[config.mk]
export PLATFORM = sky130hd
export DESIGN_NAME = keypad_scan_fifo
export DESIGN_NICKNAME = d
export VERILOG_FILES = /design/src/rtl/keypad_scan_fifo.sv
export SDC_FILE = /design/constraint.sdc
export NUM_CORES = 1
export LEC_CHECK = 0
export ABC_CLOCK_PERIOD_IN_PS = 7400
export CORE_UTILIZATION = 55
export DETAILED_ROUTE_END_ITERATION = 16
export PLACE_DENSITY_LB_ADDON = 0.08
export SETUP_SLACK_MARGIN = 0.15
export SLEW_MARGIN = 20
export SYNTH_ARGS = -nofsm -noshare
export SYNTH_HDL_FRONTEND = slang
export SYNTH_SLANG_ARGS = --single-unit
[constraint.sdc]
create_clock -name clk -period 7.4 [get_ports clk]
set_input_delay 1.48 -clock clk [delete_from_list [all_inputs] [get_ports clk]]
set_output_delay 1.48 -clock clk [all_outputs]
set_load 0.02 [all_outputs]
[src/rtl/keypad_scan_fifo.sv]
// Matrix keypad scanner: row-slot scan, per-frame debounce, key-event FIFO, polled status/data port.
// Optional build macro KEYPAD_RELEASE_EVENT_EN adds release events (rel bit) to the FIFO.
`timescale 1ns/1ps
module keypad_scan_fifo #(
  parameter int ROWS     = 4,
  parameter int COLS     = 4,
  parameter int SCAN_DIV = 32768,
  parameter int DEBOUNCE = 3,
  parameter int DEPTH    = 8
) (
  input  logic            clk,
  input  logic            rst,
  output logic [ROWS-1:0] rowwrite,
  input  logic [COLS-1:0] colread,
  input  logic            ack,
  input  logic            statusordata,
  output logic [15:0]     keyout
);

  localparam int CODE_W = $clog2(ROWS * COLS);
  localparam int ROW_W  = $clog2(ROWS);
  localparam int COL_W  = $clog2(COLS);
  localparam int DIV_W  = $clog2(SCAN_DIV);
  localparam int PTR_W  = $clog2(DEPTH);
  localparam int CNT_W  = PTR_W + 1;
`ifdef KEYPAD_RELEASE_EVENT_EN
  localparam int ENTRY_W = CODE_W + 1;
`else
  localparam int ENTRY_W = CODE_W;
`endif
  localparam logic [3:0] DB_TH = 4'(DEBOUNCE);

  typedef enum logic {S_IDLE, S_HELD} state_t;

  logic [COLS-1:0]    r_col_s1, r_col_s2;
  logic [DIV_W-1:0]   r_div;
  logic [ROW_W-1:0]   r_row;
  logic               r_fr_vld;
  logic [CODE_W-1:0]  r_fr_code;
  logic               r_prev_vld;
  logic [CODE_W-1:0]  r_prev_code;
  logic [3:0]         r_dbc;
  state_t             r_state;
  logic [CODE_W-1:0]  r_key;
  logic [ENTRY_W-1:0] r_mem [DEPTH];
  logic [PTR_W-1:0]   r_wptr, r_rptr;
  logic [CNT_W-1:0]   r_cnt;
  logic               r_ovf;
  logic               r_ack_q;

  logic [COLS-1:0]    w_pressed;
  logic [COL_W-1:0]   w_col_idx;
  logic               w_row_hit;
  logic [CODE_W-1:0]  w_row_code;
  logic               w_tick, w_frame_end;
  logic               w_cand_vld;
  logic [CODE_W-1:0]  w_cand_code;
  logic               w_same;
  logic [3:0]         w_dbc_nxt;
  logic               w_press, w_release, w_push, w_wr, w_pop, w_clr, w_drop;
  logic               w_full, w_ready;
  logic [ENTRY_W-1:0] w_push_data, w_head;

  // Synchronizer stage: colread is asynchronous to clk
  always_ff @(posedge clk) begin
    r_col_s1 <= colread;
    r_col_s2 <= r_col_s1;
  end

  assign w_pressed = ~r_col_s2;
  assign w_row_hit = |w_pressed;

  // Lowest pressed column in the current row
  always_comb begin
    w_col_idx = '0;
    for (int c = COLS - 1; c >= 0; c--) begin
      if (w_pressed[c]) w_col_idx = COL_W'(c);
    end
  end

  assign w_row_code  = CODE_W'(int'(r_row) * COLS + int'(w_col_idx));
  assign w_tick      = (r_div == DIV_W'(SCAN_DIV - 1));
  assign w_frame_end = w_tick && (r_row == ROW_W'(ROWS - 1));

  // Rows are scanned in ascending order, so the first hit of a frame is the lowest code
  assign w_cand_vld  = r_fr_vld | w_row_hit;
  assign w_cand_code = r_fr_vld ? r_fr_code : w_row_code;
  assign w_same      = (w_cand_vld == r_prev_vld) && (!w_cand_vld || (w_cand_code == r_prev_code));
  assign w_dbc_nxt   = !w_same ? 4'd1 : ((r_dbc == 4'd15) ? 4'd15 : r_dbc + 4'd1);

  assign w_press   = w_frame_end && (r_state == S_IDLE) && w_cand_vld && (w_dbc_nxt >= DB_TH);
  assign w_release = w_frame_end && (r_state == S_HELD) && !(w_cand_vld && (w_cand_code == r_key))
                     && (w_dbc_nxt >= DB_TH);

`ifdef KEYPAD_RELEASE_EVENT_EN
  assign w_push      = w_press | w_release;
  assign w_push_data = {w_release, (w_release ? r_key : w_cand_code)};
`else
  assign w_push      = w_press;
  assign w_push_data = w_cand_code;
`endif

  always_ff @(posedge clk) begin
    if (rst) begin
      r_div      <= '0;
      r_row      <= '0;
      rowwrite   <= {{(ROWS-1){1'b1}}, 1'b0};
      r_fr_vld   <= 1'b0;
    end else if (w_tick) begin
      r_div    <= '0;
      rowwrite <= {rowwrite[ROWS-2:0], rowwrite[ROWS-1]};
      r_row    <= (r_row == ROW_W'(ROWS - 1)) ? '0 : r_row + ROW_W'(1);
      if (w_frame_end) begin
        r_fr_vld <= 1'b0;
      end else if (!r_fr_vld && w_row_hit) begin
        r_fr_vld  <= 1'b1;
        r_fr_code <= w_row_code;
      end
    end else begin
      r_div <= r_div + DIV_W'(1);
    end
  end

  // Debounce stage: candidate history, counter and debounced key state
  always_ff @(posedge clk) begin
    if (rst) begin
      r_state    <= S_IDLE;
      r_prev_vld <= 1'b0;
      r_dbc      <= 4'd0;
    end else if (w_frame_end) begin
      r_prev_vld  <= w_cand_vld;
      r_prev_code <= w_cand_code;
      r_dbc       <= w_dbc_nxt;
      if (w_press) begin
        r_state <= S_HELD;
        r_key   <= w_cand_code;
      end else if (w_release) begin
        r_state <= S_IDLE;
      end
    end
  end

  assign w_full  = (r_cnt == CNT_W'(DEPTH));
  assign w_ready = (r_cnt != '0);
  assign w_pop   = ack && !r_ack_q && !statusordata && w_ready;
  assign w_clr   = ack && !r_ack_q && statusordata;
  assign w_wr    = w_push && (!w_full || w_pop);
  assign w_drop  = w_push && w_full && !w_pop;
  assign w_head  = r_mem[r_rptr];

  // FIFO stage
  always_ff @(posedge clk) begin
    if (w_wr) r_mem[r_wptr] <= w_push_data;
  end

  always_ff @(posedge clk) begin
    if (rst) begin
      r_wptr  <= '0;
      r_rptr  <= '0;
      r_cnt   <= '0;
      r_ovf   <= 1'b0;
      r_ack_q <= 1'b0;
    end else begin
      r_ack_q <= ack;
      if (w_wr)  r_wptr <= r_wptr + PTR_W'(1);
      if (w_pop) r_rptr <= r_rptr + PTR_W'(1);
      if (w_wr && !w_pop)      r_cnt <= r_cnt + CNT_W'(1);
      else if (!w_wr && w_pop) r_cnt <= r_cnt - CNT_W'(1);
      if (w_drop)     r_ovf <= 1'b1;
      else if (w_clr) r_ovf <= 1'b0;
    end
  end

  always_comb begin
    keyout = 16'h0000;
    if (statusordata) begin
      keyout = {8'(r_cnt), 5'b00000, (r_state == S_HELD), r_ovf, w_ready};
    end else if (w_ready) begin
      keyout[7:0] = 8'(w_head[CODE_W-1:0]);
`ifdef KEYPAD_RELEASE_EVENT_EN
      keyout[15] = w_head[CODE_W];
`endif
    end
  end

endmodule

Word-level counts from Yosys, hierarchy flattened
Memories as Yosys holds them, arrays and structs flattened. A register that Yosys moved wholly into a read port is not among the register bits.
Cells that the tools add are included.
Word-level totals
  memories kept: 1
  register bits after elaboration: 60
  memory bits (writable): 32
  logic and storage cells: 103
  output and inout bits: 20
  bits of input ports: 8
Operators by class
  muxes and demuxes: 23
  $add $sub $neg: 8
  bitwise logic cells: 5
  equality and inequality tests: 7
  order comparisons: 1
  reductions and logical operators: 41
Memory list
  r_mem: depth 8, bits a word 4, rd ports 1, clocked after memory_dff 1, wr ports 1, RTL line 45  | logic [ENTRY_W-1:0] r_mem [DEPTH];
Operators with widths (number)
  $mux 4: 7
  $logic_and 1x1->1: 19
  $add 15x1->15 const B: 1
  $eq 15x15->1 const B: 1
  $mux 2: 5
  $add 4x1->4 const B: 2
  $eq 4x4->1: 2
  $eq 4x4->1 const B: 2
  $logic_not 1->1: 8
  $mux 1: 8
  $mux 8: 1
  $reduce_bool 2->1: 4
  $add 3x1->3 const B: 2
  $mux 3: 2
  $reduce_and 2->1: 3
  $add 4x2->4: 1
  $ge 4x2->1 const B: 1
  $not 4->4: 1
  $reduce_and 4->1: 1
  $reduce_bool 4->1: 1
  $reduce_or 4->1: 1
  $sub 4x1->4 const B: 1
  $not 1->1: 3
  $reduce_and 3->1: 1
  other kinds (6): 7

Logic depth before layout (Yosys ltp)
  depth after elaboration: 18
  gate-level depth with buffers: 16
  depth with buffers taken out: 15

Least setup slack after synthesis
Ideal clock, no wire load.
  path kind: input to register
  from: input ack
  to: register r_cnt[3]
  arrival: 3604 ps
  library setup time: 70 ps
  path buffers: 0
  cell stages on the path: 14
  path slack: 3725 ps
  cell sequence: nor2b_1 nand2b_1 nand3_1 and3_1 nand2_1 inv_1 ha_1 inv_1 ha_1 a21o_1 a21oi_1 xnor2_1 or3_1 a21oi_1
Between the ends
  longest elaborated chain between the ends: 8
  elaborated cells between the ends (all ways): 11
  those cells by class: 1 x mux; 10 x reduce/logical
RTL lines
  from (decl): RTL line 15  | input logic ack,
  $logic_and 1x1->1 * (3 in a row): RTL line 145  | assign w_pop = ack && !r_ack_q && !statusordata && w_ready;
  $logic_or 1x1->1 *: RTL line 147  | assign w_wr = w_push && (!w_full || w_pop);
  $logic_and 1x1->1 *: RTL line 147
  net w_wr: RTL line 60  | logic w_press, w_release, w_push, w_wr, w_pop, w_clr, w_drop;
  $logic_not 1->1: RTL line 168  | else if (!w_wr && w_pop) r_cnt <= r_cnt - CNT_W'(1);
  $logic_and 1x1->1: RTL line 168
  $reduce_bool 2->1 (no source line)
  to (signal assigned): RTL line 167  | if (w_wr && !w_pop) r_cnt <= r_cnt + CNT_W'(1);
  to (signal assigned): RTL line 168
  to (decl): RTL line 47  | logic [CNT_W-1:0] r_cnt;
The timed path passes the listed nets; every way through them passes the cells marked *.
A chain may end at the register's enable or synchronous reset.

Final worst setup path
  from: input statusordata
  to: output keyout[2]
Between the ends
  longest elaborated chain between the ends: 1
RTL lines
  from (decl): RTL line 16  | input logic statusordata,
  $mux 8: RTL line 176  | if (statusordata) begin
  to (decl): RTL line 17  | output logic [15:0] keyout
No other way between the ends.

==> results.py <==
metrics = {
    "outcome": {
        "status": "completed",
    },
    "global_route": {
        "grt_pass1_vias": 2340,
        "grt_max_degree": 33,
        "grt_pass1_wl_um": 10700,
        "grt.overflow.total": 0,
        "track_usage_pct": 18.7,
        "antenna_found_initial": 0,
    },
    "detailed_routing": {
        "first_iter_violations": 131,
        "vias_per_cell": 5.32,
        "vias": 2532,
        "drt_wl_total_um": 6720,
        "drt_first_pass_iters": 4,
        "drcViolationCount": 0,
        "ant_nets": 0,
        "routedWlPerCell_um": 14.1,
    },
    "synth": {
        "synth_edf_count": 44,
        "ys_async_sr_fraction_pct": 0,
        "synthesis.area_sq_um": 4070,
        "synthCells": 355,
        "post_synth_num_cell_types": 51,
        "avgSynthCellArea_sq_um": 11.5,
        "synth-main-ff-cell": "dfxtp_1",
        "yosysWarnings": 0,
        "ys_seq_area_share_pct": 57.5,
        "synth.ff_latch_count": 95,
    },
    "final_layout": {
        "finish.instance_area_sq_um": 4510,
        "area_growth_pct": 10.7,
        "drive_gt1_share_pct": 9.21,
        "diodes": 0,
        "layout.nets": 392,
        "fillers": 578,
    },
    "timing": {
        "hold_viol": 0,
        "drv_slew": 0,
        "tightestPinTransition_ns": 0.954,
        "finalCritPeriodShare_pct": 63.0,
        "setup_violations": 0,
        "period_minus_slack_ns": 4.66,
        "fin_skew_ns": 0.0173,
        "rsz0062_at_grt": "false",
        "fin_tns_setup_ns": 0,
        "max_freq_mhz": 215,
        "relSlewSlack_pct": 35.8,
        "setup_slack_ns": 2.74,
    },
    "die": {
        "row_count": 30,
        "start_util_pct": 58.3,
        "core_area_sq_um": 6980,
        "fp.dieW_um": 88.0,
        "die_h_um": 88.0,
        "die-area_sq_um": 7750,
        "io_pins": 28,
    },
    "clocking": {
        "post_cts_buffers": 0,
        "clockRootBuffer": "clkbuf_8",
        "htree_levels": 3,
        "insertion_delay_ns": 0.37,
        "cts_tree": "done",
        "clockBufferDepth": 2,
        "clk_pin_slew_ns": 0.10,
        "cts_made_buffers": 9,
        "cts_sinks": 95,
        "hold_buffers": 0,
        "ctsResizeCount": 0,
    },
    "place": {
        "place_area_sq_um": 4310,
        "place.gp.congestion": 0.834,
        "dp_slack_ns": 2.73,
        "place_hpwl_um": 4670,
        "numPortBuffers": 19,
    },
    "worst_setup_path": {
        "arrival_ns": 3.18,
        "end_kind": "output pin",
        "critPathLaunchType": "primary input",
        "worstSetupPathType": "primary input to output pin",
        "critPathMaxFanout": 11,
        "critPathRequiredTime_ns": 5.92,
    },
    "pwr": {
        "p_leak_nw": 1.61,
        "powerDensity_nw_per_um2": 204,
        "ir_drop_mv": 0.102,
    },
    "run": {
        "drv_cap": 0,
    },
    "min_path": {
        "hold_path.class": "register to register",
    },
}
==> logic make-up (layout without fill, tap and decap cells) <==
group                    Yosys count  after routing  share of synthesized area (%)
multiplexers                      15             15                           6.30
AO/OA/AOI/OAI                     41             41                           6.73
adder cells (fa/ha/maj)            9              9                           2.95
other                              1              8                         0.0921
buffers and inverters             28             46                           3.50
AND/OR/NAND/NOR                  140            140                           17.3
XOR/XNOR                          26             26                           5.59
flip-flops                        95             95                           57.5
==> cells in the mapped netlist, types with 4 or more instances <==
master    count  area [sq um]
mux4_2        8           180
nor3_1       10          50.1
nand2b_1      6          37.5
inv_1         9          33.8
xnor2_1      12           105
nor2_1       40           150
mux2i_1       4          40.0
edfxtp_1     44          1320
xor2_1       14           123
nor2b_1       4          25.0
a21oi_1      16          80.1
nand4_1       6          37.5
ha_1          8           100
a211oi_1      5          37.5
nand3_1      15          75.1
clkbuf_1      7          26.3
buf_4         9          67.6
nand2_1      30           113
dfxtp_1      51          1020
and3_1        6          37.5
and2_1        7          43.8
==> registers in the layout, indices dropped and copies added (netlist names), named ones only <==
name	cells
r_col_s1	4
r_prev_vld	1
r_wptr	3
r_key	4
r_mem	32
r_fr_code	4
r_cnt	4
r_dbc	4
rowwrite	4
r_fr_vld	1
r_col_s2	4
r_row	2
r_state	1
r_ovf	1
r_prev_code	4
r_rptr	3
r_div	15
r_ack_q	1
==> through the flow <==
step | hold slack (ns) | std cells | total power, mW | utilization, %
final | 0.336 | 476 | 0.921 | 64.6
after global routing | 0.340 | 476 | 0.952 | 64.6
after CTS | 0.336 | 476 | 0.927 | 64.6
after detailed placement | 0.312 | 460 | 0.597 | 61.8
after global placement | 0.311 | 460 | 0.596 | 61.8
after floorplan | 0.310 | 362 | 0.589 | -
==> metal layers <==
layer,vias up,wire (um),global-route usage (%)
li1,1295,-,-
met1,1184,3300,23.3
met2,43,3100,30.8
met3,10,192,4.15
met4,0,125,9.82
met5,-,0,0
==> path summary, 6_finish.rpt <==
| kind | start | end | slack, ns | cells after the start |
|---|---|---|---|---|
| min reg2reg | r_col_s1[2] | r_col_s2[2] | 0.34 | 0 |
| max | statusordata | keyout[2] | 2.74 | 4 |
| min | r_col_s1[2] | r_col_s2[2] | 0.34 | 0 |
| max reg2reg | r_fr_vld | r_cnt[3] | 3.69 | 14 |
==> cell usage in the layout, fill, tap and decap left out, drive strengths merged, types with 2 or more instances in the layout <==
cell type,n
o21ai,3
conb,8
edfxtp,44
nand3,15
ha,8
or3,3
nor3,12
a211oi,5
nor2b,4
xor2,14
nand4,7
a22o,2
mux2i,5
dfxtp,51
and2,8
nor4,3
nand2,30
mux4,8
inv,14
a21oi,16
nand2b,6
and4,3
clkbuf,9
xnor2,12
buf,2
nor2,40
a31oi,2
mux2,2
nand3b,3
clkdlybuf4s50,19
and3,6
o22ai,2
==> power by group <==
group	internal [mW]	switching, mW
clock	0.133	0.202
combinational	0.0114	0.0183
sequential	0.551	0.00440
total	0.696	0.225
==> worst max-delay path, stage by stage <==
cell	delay, ns
clkdlybuf4s50_1	0.58
nor2_1	0.32
a22o_1	0.19
clkdlybuf4s50_1	0.61
==> final cells by class <==
type | count | area [sq um] | share of cell area [%]
Inverter | 9 | 33.8 | 0.750
Timing Repair Buffer | 21 | 205 | 4.55
Clock buffer | 9 | 124 | 2.75
Sequential cell | 95 | 2340 | 52.0
Clock inverter | 7 | 70.1 | 1.55
Tap cell | 96 | 120 | 2.67
Multi-Input combinational cell | 239 | 1610 | 35.8
Note: power is estimated with default switching activity, not from simulation.
